--- config.mk ---
export PLATFORM = sky130hd
export DESIGN_NAME = periph_bus_initiator
export DESIGN_NICKNAME = d
export VERILOG_FILES = /design/src/rtl/periph_bus_pkg.sv /design/src/rtl/periph_bus_initiator.sv
export SDC_FILE = /design/constraint.sdc
export NUM_CORES = 1
export LEC_CHECK = 0
export BUFFER_PORTS_ARGS = -buffer_cell sky130_fd_sc_hd__buf_2
export CORE_ASPECT_RATIO = 0.9
export CORE_MARGIN = 5
export CORE_UTILIZATION = 50
export DETAILED_ROUTE_END_ITERATION = 12
export PLACE_DENSITY = 0.88
export SLEW_MARGIN = 30
export SYNTH_ARGS = -nofsm -noshare
export SYNTH_HDL_FRONTEND = slang
export SYNTH_SLANG_ARGS = --single-unit
export TNS_END_PERCENT = 100
--- constraint.sdc ---
create_clock -name CLK -period 4.9 [get_ports CLK]
set_clock_uncertainty 0.1 [all_clocks]
set_input_delay 0.98 -clock CLK [delete_from_list [all_inputs] [get_ports CLK]]
set_output_delay 0.98 -clock CLK [all_outputs]
set_load 0.1 [all_outputs]
--- src/rtl/periph_bus_pkg.sv ---
// -----------------------------------------------------------------------------
// periph_bus_pkg
// Shared types and constants for the simple peripheral bus initiator.
//   PB_ADDR_W     word address width (byte address [15:2])
//   PB_DATA_W     data width
//   PB_BE_W       byte-enable width
//   PB_ERR_RDATA  read data returned when a read times out
//   pb_state_e    initiator FSM states
//   pb_sat_inc8   saturating increment used by the timeout counter
// -----------------------------------------------------------------------------
package periph_bus_pkg;

   localparam int PB_ADDR_W = 14;
   localparam int PB_DATA_W = 32;
   localparam int PB_BE_W   = 4;

   localparam logic [PB_DATA_W-1:0] PB_ERR_RDATA = 32'hDEAD_BEEF;

   typedef enum logic [2:0] {
      IDLE     = 3'd0,
      RD_ISSUE = 3'd1,
      RD_WAIT  = 3'd2,
      WR_ISSUE = 3'd3,
      RSP      = 3'd4
   } pb_state_e;

   function automatic logic [7:0] pb_sat_inc8(input logic [7:0] v);
      return (v == 8'hFF) ? v : v + 8'd1;
   endfunction

endpackage

--- src/rtl/periph_bus_initiator.sv ---
// -----------------------------------------------------------------------------
// periph_bus_initiator
// Initiator side of the simple peripheral bus. Takes one command at a time from
// a valid/ready port, issues a single-cycle OE (read) or WE (write) strobe and
// returns a response on a valid/ready response port. Reads wait up to TIMEOUT
// cycles for RD_VALID and report an error response on timeout.
//
// Handshake rules: a command transfers on a cycle where req_valid && req_ready;
// a response transfers on a cycle where rsp_valid && rsp_ready. rsp_valid and
// the rsp_* payload stay constant until that transfer happens.
//
// Ports
//   CLK, RSTn                 clock (posedge) / synchronous active-low reset
//   req_valid/ready           command handshake (ready only in IDLE)
//   req_write/addr/wdata/be   command payload
//   rsp_valid/ready           response handshake
//   rsp_rdata, rsp_err        response payload (rdata 0 for writes)
//   err_count                 saturating count of read timeouts
//   RD_ADDR, OE               peripheral read address / read strobe
//   RD_DATA, RD_VALID         peripheral read data / data valid
//   WR_ADDR, WR_DATA, WE, BE  peripheral write address/data/strobe/byte enables
// -----------------------------------------------------------------------------
module periph_bus_initiator
   import periph_bus_pkg::*;
#(
   parameter int                    TIMEOUT   = 16,
   parameter logic [PB_DATA_W-1:0]  ERR_RDATA = PB_ERR_RDATA
) (
   input  logic                  CLK,
   input  logic                  RSTn,
   input  logic                  req_valid,
   output logic                  req_ready,
   input  logic                  req_write,
   input  logic [PB_ADDR_W-1:0]  req_addr,
   input  logic [PB_DATA_W-1:0]  req_wdata,
   input  logic [PB_BE_W-1:0]    req_be,
   output logic                  rsp_valid,
   input  logic                  rsp_ready,
   output logic [PB_DATA_W-1:0]  rsp_rdata,
   output logic                  rsp_err,
   output logic [7:0]            err_count,
   output logic [PB_ADDR_W-1:0]  RD_ADDR,
   output logic                  OE,
   input  logic [PB_DATA_W-1:0]  RD_DATA,
   input  logic                  RD_VALID,
   output logic [PB_ADDR_W-1:0]  WR_ADDR,
   output logic [PB_DATA_W-1:0]  WR_DATA,
   output logic                  WE,
   output logic [PB_BE_W-1:0]    BE
);

   localparam int CNT_W = $clog2(TIMEOUT + 1);
   // Counter value on the final wait cycle, c(1+TIMEOUT) relative to accept.
   localparam logic [CNT_W-1:0] CNT_LAST = CNT_W'(TIMEOUT - 1);

   pb_state_e              state_q, state_d;
   logic [CNT_W-1:0]       wait_cnt_q, wait_cnt_d;
   logic                   oe_q, oe_d;
   logic [PB_ADDR_W-1:0]   rd_addr_q, rd_addr_d;
   logic                   we_q, we_d;
   logic [PB_ADDR_W-1:0]   wr_addr_q, wr_addr_d;
   logic [PB_DATA_W-1:0]   wr_data_q, wr_data_d;
   logic [PB_BE_W-1:0]     be_q, be_d;
   logic                   rsp_valid_q, rsp_valid_d;
   logic [PB_DATA_W-1:0]   rsp_rdata_q, rsp_rdata_d;
   logic                   rsp_err_q, rsp_err_d;
   logic [7:0]             err_count_q, err_count_d;

   logic                   wait_last;

   assign wait_last = (wait_cnt_q == CNT_LAST);

   // ------------------------------------------------------------------------
   // State and registered outputs
   // ------------------------------------------------------------------------
   always_ff @(posedge CLK) begin
      if (!RSTn) begin
         state_q     <= IDLE;
         wait_cnt_q  <= '0;
         oe_q        <= 1'b0;
         rd_addr_q   <= '0;
         we_q        <= 1'b0;
         wr_addr_q   <= '0;
         wr_data_q   <= '0;
         be_q        <= '0;
         rsp_valid_q <= 1'b0;
         rsp_rdata_q <= '0;
         rsp_err_q   <= 1'b0;
         err_count_q <= '0;
      end else begin
         state_q     <= state_d;
         wait_cnt_q  <= wait_cnt_d;
         oe_q        <= oe_d;
         rd_addr_q   <= rd_addr_d;
         we_q        <= we_d;
         wr_addr_q   <= wr_addr_d;
         wr_data_q   <= wr_data_d;
         be_q        <= be_d;
         rsp_valid_q <= rsp_valid_d;
         rsp_rdata_q <= rsp_rdata_d;
         rsp_err_q   <= rsp_err_d;
         err_count_q <= err_count_d;
      end
   end

   // ------------------------------------------------------------------------
   // Next-state logic
   // ------------------------------------------------------------------------
   always_comb begin
      state_d = state_q;
      unique case (state_q)
         IDLE:     if (req_valid) state_d = req_write ? WR_ISSUE : RD_ISSUE;
         RD_ISSUE: state_d = RD_WAIT;
         RD_WAIT:  if (RD_VALID || wait_last) state_d = RSP;
         WR_ISSUE: state_d = RSP;
         RSP:      if (rsp_ready) state_d = IDLE;
         default:  state_d = IDLE;
      endcase
   end

   // ------------------------------------------------------------------------
   // Output / datapath logic. Strobes and BE default low so they last exactly
   // one cycle; addresses and write data hold their last value.
   // ------------------------------------------------------------------------
   always_comb begin
      wait_cnt_d  = wait_cnt_q;
      oe_d        = 1'b0;
      rd_addr_d   = rd_addr_q;
      we_d        = 1'b0;
      wr_addr_d   = wr_addr_q;
      wr_data_d   = wr_data_q;
      be_d        = '0;
      rsp_valid_d = rsp_valid_q;
      rsp_rdata_d = rsp_rdata_q;
      rsp_err_d   = rsp_err_q;
      err_count_d = err_count_q;

      unique case (state_q)
         IDLE: begin
            if (req_valid) begin
               if (req_write) begin
                  we_d      = 1'b1;
                  wr_addr_d = req_addr;
                  wr_data_d = req_wdata;
                  be_d      = req_be;
               end else begin
                  oe_d      = 1'b1;
                  rd_addr_d = req_addr;
               end
            end
         end
         // RD_VALID during the OE cycle is ignored; the counter is primed so
         // that it reads 0 on the first sampled wait cycle.
         RD_ISSUE: wait_cnt_d = '0;
         RD_WAIT: begin
            if (RD_VALID) begin
               rsp_valid_d = 1'b1;
               rsp_rdata_d = RD_DATA;
               rsp_err_d   = 1'b0;
            end else if (wait_last) begin
               rsp_valid_d = 1'b1;
               rsp_rdata_d = ERR_RDATA;
               rsp_err_d   = 1'b1;
               err_count_d = pb_sat_inc8(err_count_q);
            end else begin
               wait_cnt_d  = wait_cnt_q + CNT_W'(1);
            end
         end
         WR_ISSUE: begin
            rsp_valid_d = 1'b1;
            rsp_rdata_d = '0;
            rsp_err_d   = 1'b0;
         end
         RSP: if (rsp_ready) rsp_valid_d = 1'b0;
         default: ;
      endcase
   end

   assign req_ready = (state_q == IDLE);
   assign rsp_valid = rsp_valid_q;
   assign rsp_rdata = rsp_rdata_q;
   assign rsp_err   = rsp_err_q;
   assign err_count = err_count_q;
   assign RD_ADDR   = rd_addr_q;
   assign OE        = oe_q;
   assign WR_ADDR   = wr_addr_q;
   assign WR_DATA   = wr_data_q;
   assign WE        = we_q;
   assign BE        = be_q;

endmodule

# [Word level (Yosys, flattened, before mapping)]
# Index checks and enable logic that the tools add are counted.
[op_classes] addsub=2 eq_ne=12 muxes=19 bitwise_logic=3 n_reduce_logical=14
[op_table] operator="$mux 32" n=2
[op_table] operator="$pmux 32 s2" n=1
[op_table] operator="$reduce_and 3->1" n=6
[op_table] operator="$pmux 3 s5" n=1
[op_table] operator="$mux 5" n=2
[op_table] operator="$ne 2x2->1 const B" n=5
[op_table] operator="$pmux 5 s2" n=1
[op_table] operator="$mux 3" n=3
[op_table] operator="$add 8x1->8 const B" n=1
[op_table] operator="$eq 8x8->1 const B" n=1
[op_table] operator="$reduce_and 4->1" n=2
[op_table] operator="$eq 3x2->1 const B" n=2
[op_table] operator="$mux 1" n=6
[op_table] operator="$add 5x1->5 const B" n=1
[op_table] operator="$eq 5x4->1 const B" n=1
[op_table] operator="$reduce_bool 2->1" n=2
[op_table] operator="$eq 3x1->1 const B" n=1
[op_table] operator="$eq 3x3->1 const B" n=1
[op_table] operator="$logic_not 3->1" n=1
[op_table] operator="$ne 3x3->1 const B" n=1
[op_table] operator="$not 1->1" n=3
[op_table] operator="$pmux 1 s3" n=1
[op_table] operator="$reduce_bool 3->1" n=1
[op_table] operator="$mux 2" n=1
[op_table] operator="other kinds (3)" n=3
[word_totals] regBits=116 output_inout_bits=109 word_cells=62

# [Logic depth before layout (Yosys ltp)]
[logic_depth] ltp_word=4 ltp_mapped=9 ltp_nobuf=7

# [Least setup slack after synthesis]
# OpenSTA, ideal clock, no wires.
[synth_path] path_type="register to output" startpoint="register state_q[0]" endpoint="output port req_ready" t_arrival_ns=1.755 required_time_ns=3.820 path_slack_ns=2.065 stages_incl_launch_ff=3 n_path_buf=1 path_cell_list="dfxtp_1 > buf_2 > nor3_2"
[synth_between] elab_chain_len=1
[synth_rtl] item="from (decl)" line_no="periph_bus_initiator.sv:56" rtl="pb_state_e state_q, state_d;"
[synth_rtl] item="from (signal assigned)" line_no="periph_bus_initiator.sv:91" rtl="state_q <= state_d;"
[synth_rtl] item="$logic_not 3->1" line_no="periph_bus_initiator.sv:179" rtl="assign req_ready = (state_q == IDLE);"
[synth_rtl] item="to (decl)" line_no="periph_bus_initiator.sv:32" rtl="output logic req_ready,"
# No other way between the ends.

# [Final worst setup path]
[layout_path] startpoint="register state_q[2]" endpoint="output port req_ready"
# The elaborated chain is that of the path after synthesis.

==> results.md <==
* Yosys warns at 0
* Vias in the first global route at 4179
* Synth Area per Inst at 8.29 µm²
* DR iter-0 viols at 249
* RSZ-0062 raised after global routing: false
* Sw Share at 32.2%
* Combinational fraction of design power at 19.5%
* Crit-path max FO at 10
* Leakage at 2.70 nW
* Tcrit/Tclk final at 59.6%
* Layout area overhead at 36.0%
* Final Hold Fails at 0
* Final min period at 2.92 ns
* CP Launch Type: flip-flop
* Async S/R FF share, synth at 0%
* Req. time, crit path at ~3.8 ns
* Synth area leaders: dfxtp_1 53%, nand2_1 13%, a21oi_1 10%
* Post-synthesis adder-cell area fraction at 0.850%
* Initial antenna violation count at 1
* Int Power at 1.89 mW
* Starting Density at between 50% and 60%
* Setup TNS Final at 0 ns
* Grt total ovfl at 0
* Detailed Route WL at 12200 µm
* Largest family of logic cells by synthesized area: simple AND/OR/NAND/NOR gates
* # diodes at 0
* Clock power share at 43.9%
* Drt first pass iters at 5
* Synth top area share at roughly 53%
* Postcts setup bufs at 0
* Slew Viols, Final at 0
* Synth Area in XOR/XNOR at 0.595%
* DP Wirelength at ~8700 µm
* Worst slew pin tran at 0.843 ns
* H-tree depth at 4
* Clock latency on the worst-skew pair at around 0.5 ns
* Leading area contributor after synthesis: dfxtp_1
* Number of synthesized flops with an enable pin at 0
* Placement Rows at 32
* Drt wl/cell at around 14 µm
* Pwr/cell area at around 460 nW/µm²
* Post-synth cell types at 43
* Clk buf depth at 2
* Post-synthesis cell area at 4420 µm²
* Post-Syn Nets at approximately 620
* Wire length of the first global-routing pass at around 20000 µm
* Port Buffer Count at 196
* Clk pin slew, worst setup/hold paths at 0.05 ns
* GRT Total Usage at approximately 22%
* Pin count of the biggest net entering global routing at 65
* CP endpoint kind: output pin
* Clk sinks at 116
* Residual DRC count at 0
* Ports at 197
* Post-synth top cells: 148 x nand2_1, 116 x dfxtp_1, 92 x a21oi_1
* Normalized max-slew margin at a little over two fifths
* RD Place Congestion at 0.784
* Max Clk Rate at 342 MHz
* Psw at 0.894 mW
* Fillers at about 680
* Layout cells sized above 1 at 33.7%
* Total CTS buffers at 17
* Register area at 2320 µm²
* Core Area at 8610 µm²
* Flop pwr share at 36.6%
* Multi-input logic area at 1910 µm²
* Final #Nets at about 800
* Most common cell in the netlist: nand2_1
* Die footprint at ~11000 µm²
* Setup violations, final at 0
* Via count at 4346
* Status: finished, final reports clean
* Area share of and/or/nand/nor cells after synthesis at 26.3%
* CP Class: flip-flop to output pin
* ANT nets after route at 0
* Cells after Synth at roughly 530
* Compound-Gate Fraction of Synth Area at between 10% and 20%
* Mux share of post-synthesis cell area at 0.227%
* Worst vdd ir at 0.282 mV
* CTS tree: built
* Final core occ at 69.8%
* # Max-Cap Violations at 0
* Post-CTS Resized at 0
* Sequential share of the synthesized area at 52.6%
* Hold buffer count at CTS at 0
* Primary FF master, synth: dfxtp_1
* Die W at 109 µm
* Number of synthesized register bits at around 120
* Routed vias/inst at 5.15
* Root Driver: clkbuf_8
* Die Height at just under 100 µm
* Worst Path Arrival at 1.84 ns
* HP Class: flip-flop to flip-flop
## metal layers
layer / part of all wire, % / GRT usage [%]
met5: 0.057 / 0
met4: 1.4 / 8.16
met2: 48 / 38.0
met3: 10 / 7.07
met1: 40 / 26.7
## cells by family (layout without fill, tap and decap cells)
logic type | after synthesis | in the layout
AND/OR/NAND/NOR | 251 | 251
AO/OA/AOI/OAI | 116 | 116
flip-flops | 116 | 116
buffers and inverters | 43 | 235
adder cells (fa/ha/maj) | 3 | 3
XOR/XNOR | 3 | 3
multiplexers | 1 | 1
## critical path, cell delays in order, from the launching register on
cell and delay (ns):
dfxtp_1 0.44, nor3_2 0.38, buf_2 0.52
## registers in the layout (all words and copies together), names as in the netlist
name and flops:
BE 4, OE 1, RD_ADDR 14, WE 1
WR_ADDR 14, WR_DATA 32, err_count 8, rsp_err 1
rsp_rdata 32, rsp_valid 1, state_q 3, wait_cnt_q 5
## area by class of cell
cell class	instances	area share, %
Clock buffer	19	7.35
Clock inverter	13	2.62
Inverter	2	0.146
Multi-Input combinational cell	374	31.7
Sequential cell	116	38.7
Tap cell	119	2.48
Timing Repair Buffer	201	17.0
## layout by cell type (no fill, tap or decap), types with 2 or more instances in the layout
cell type	n
a21oi_1	92
a22oi_1	9
a311oi_1	2
and3_1	8
buf_2	196
buf_4	4
bufinv_16	3
clkbuf_16	16
clkbuf_8	3
clkinv_2	4
clkinvlp_4	7
dfxtp_1	116
ha_1	3
nand2_1	148
nand2b_1	25
nand3_1	29
nand3b_1	3
nand4_1	2
nor2_1	19
nor3_1	2
nor3b_2	2
o21ai_0	4
o31ai_1	2
or3_1	3
xor2_1	3
## path summary, 6_finish.rpt
check	start	end	slack, ns	cells after the start
max	state_q[2]	req_ready	1.98	2
min	WR_DATA[23]	WR_DATA[23]	0.35	2
max reg2reg	wait_cnt_q[0]	rsp_rdata[24]	2.41	7
min reg2reg	WR_DATA[23]	WR_DATA[23]	0.35	2
## stage by stage
| step | setup WS [ns] | instances | area [µm²] | total power [mW] | hold WS (ns) |
|---|---|---|---|---|---|
| floorplan | 2.06 | 533 | 4420 | 1.47 | 0.353 |
| detailed placement | 1.97 | 811 | 5400 | 1.58 | 0.345 |
| CTS | 1.94 | 843 | 6000 | 2.80 | 0.352 |
| finish | 1.98 | 844 | 6010 | 2.78 | 0.348 |
| global route | 1.87 | 844 | 6010 | 2.89 | 0.370 |
| global placement | 1.93 | 811 | 5390 | 1.57 | 0.339 |
## power by group through the flow
stage	sequential [mW]	combinational (mW)	clock (mW)
after floorplan	1.33	0.138	0
after global placement	1.03	0.533	0
after detailed placement	1.04	0.542	0
after CTS	1.02	0.544	1.24
after global routing	1.02	0.571	1.30
final	1.02	0.542	1.22
No activity file was read; power rests on OpenSTA's default activity.
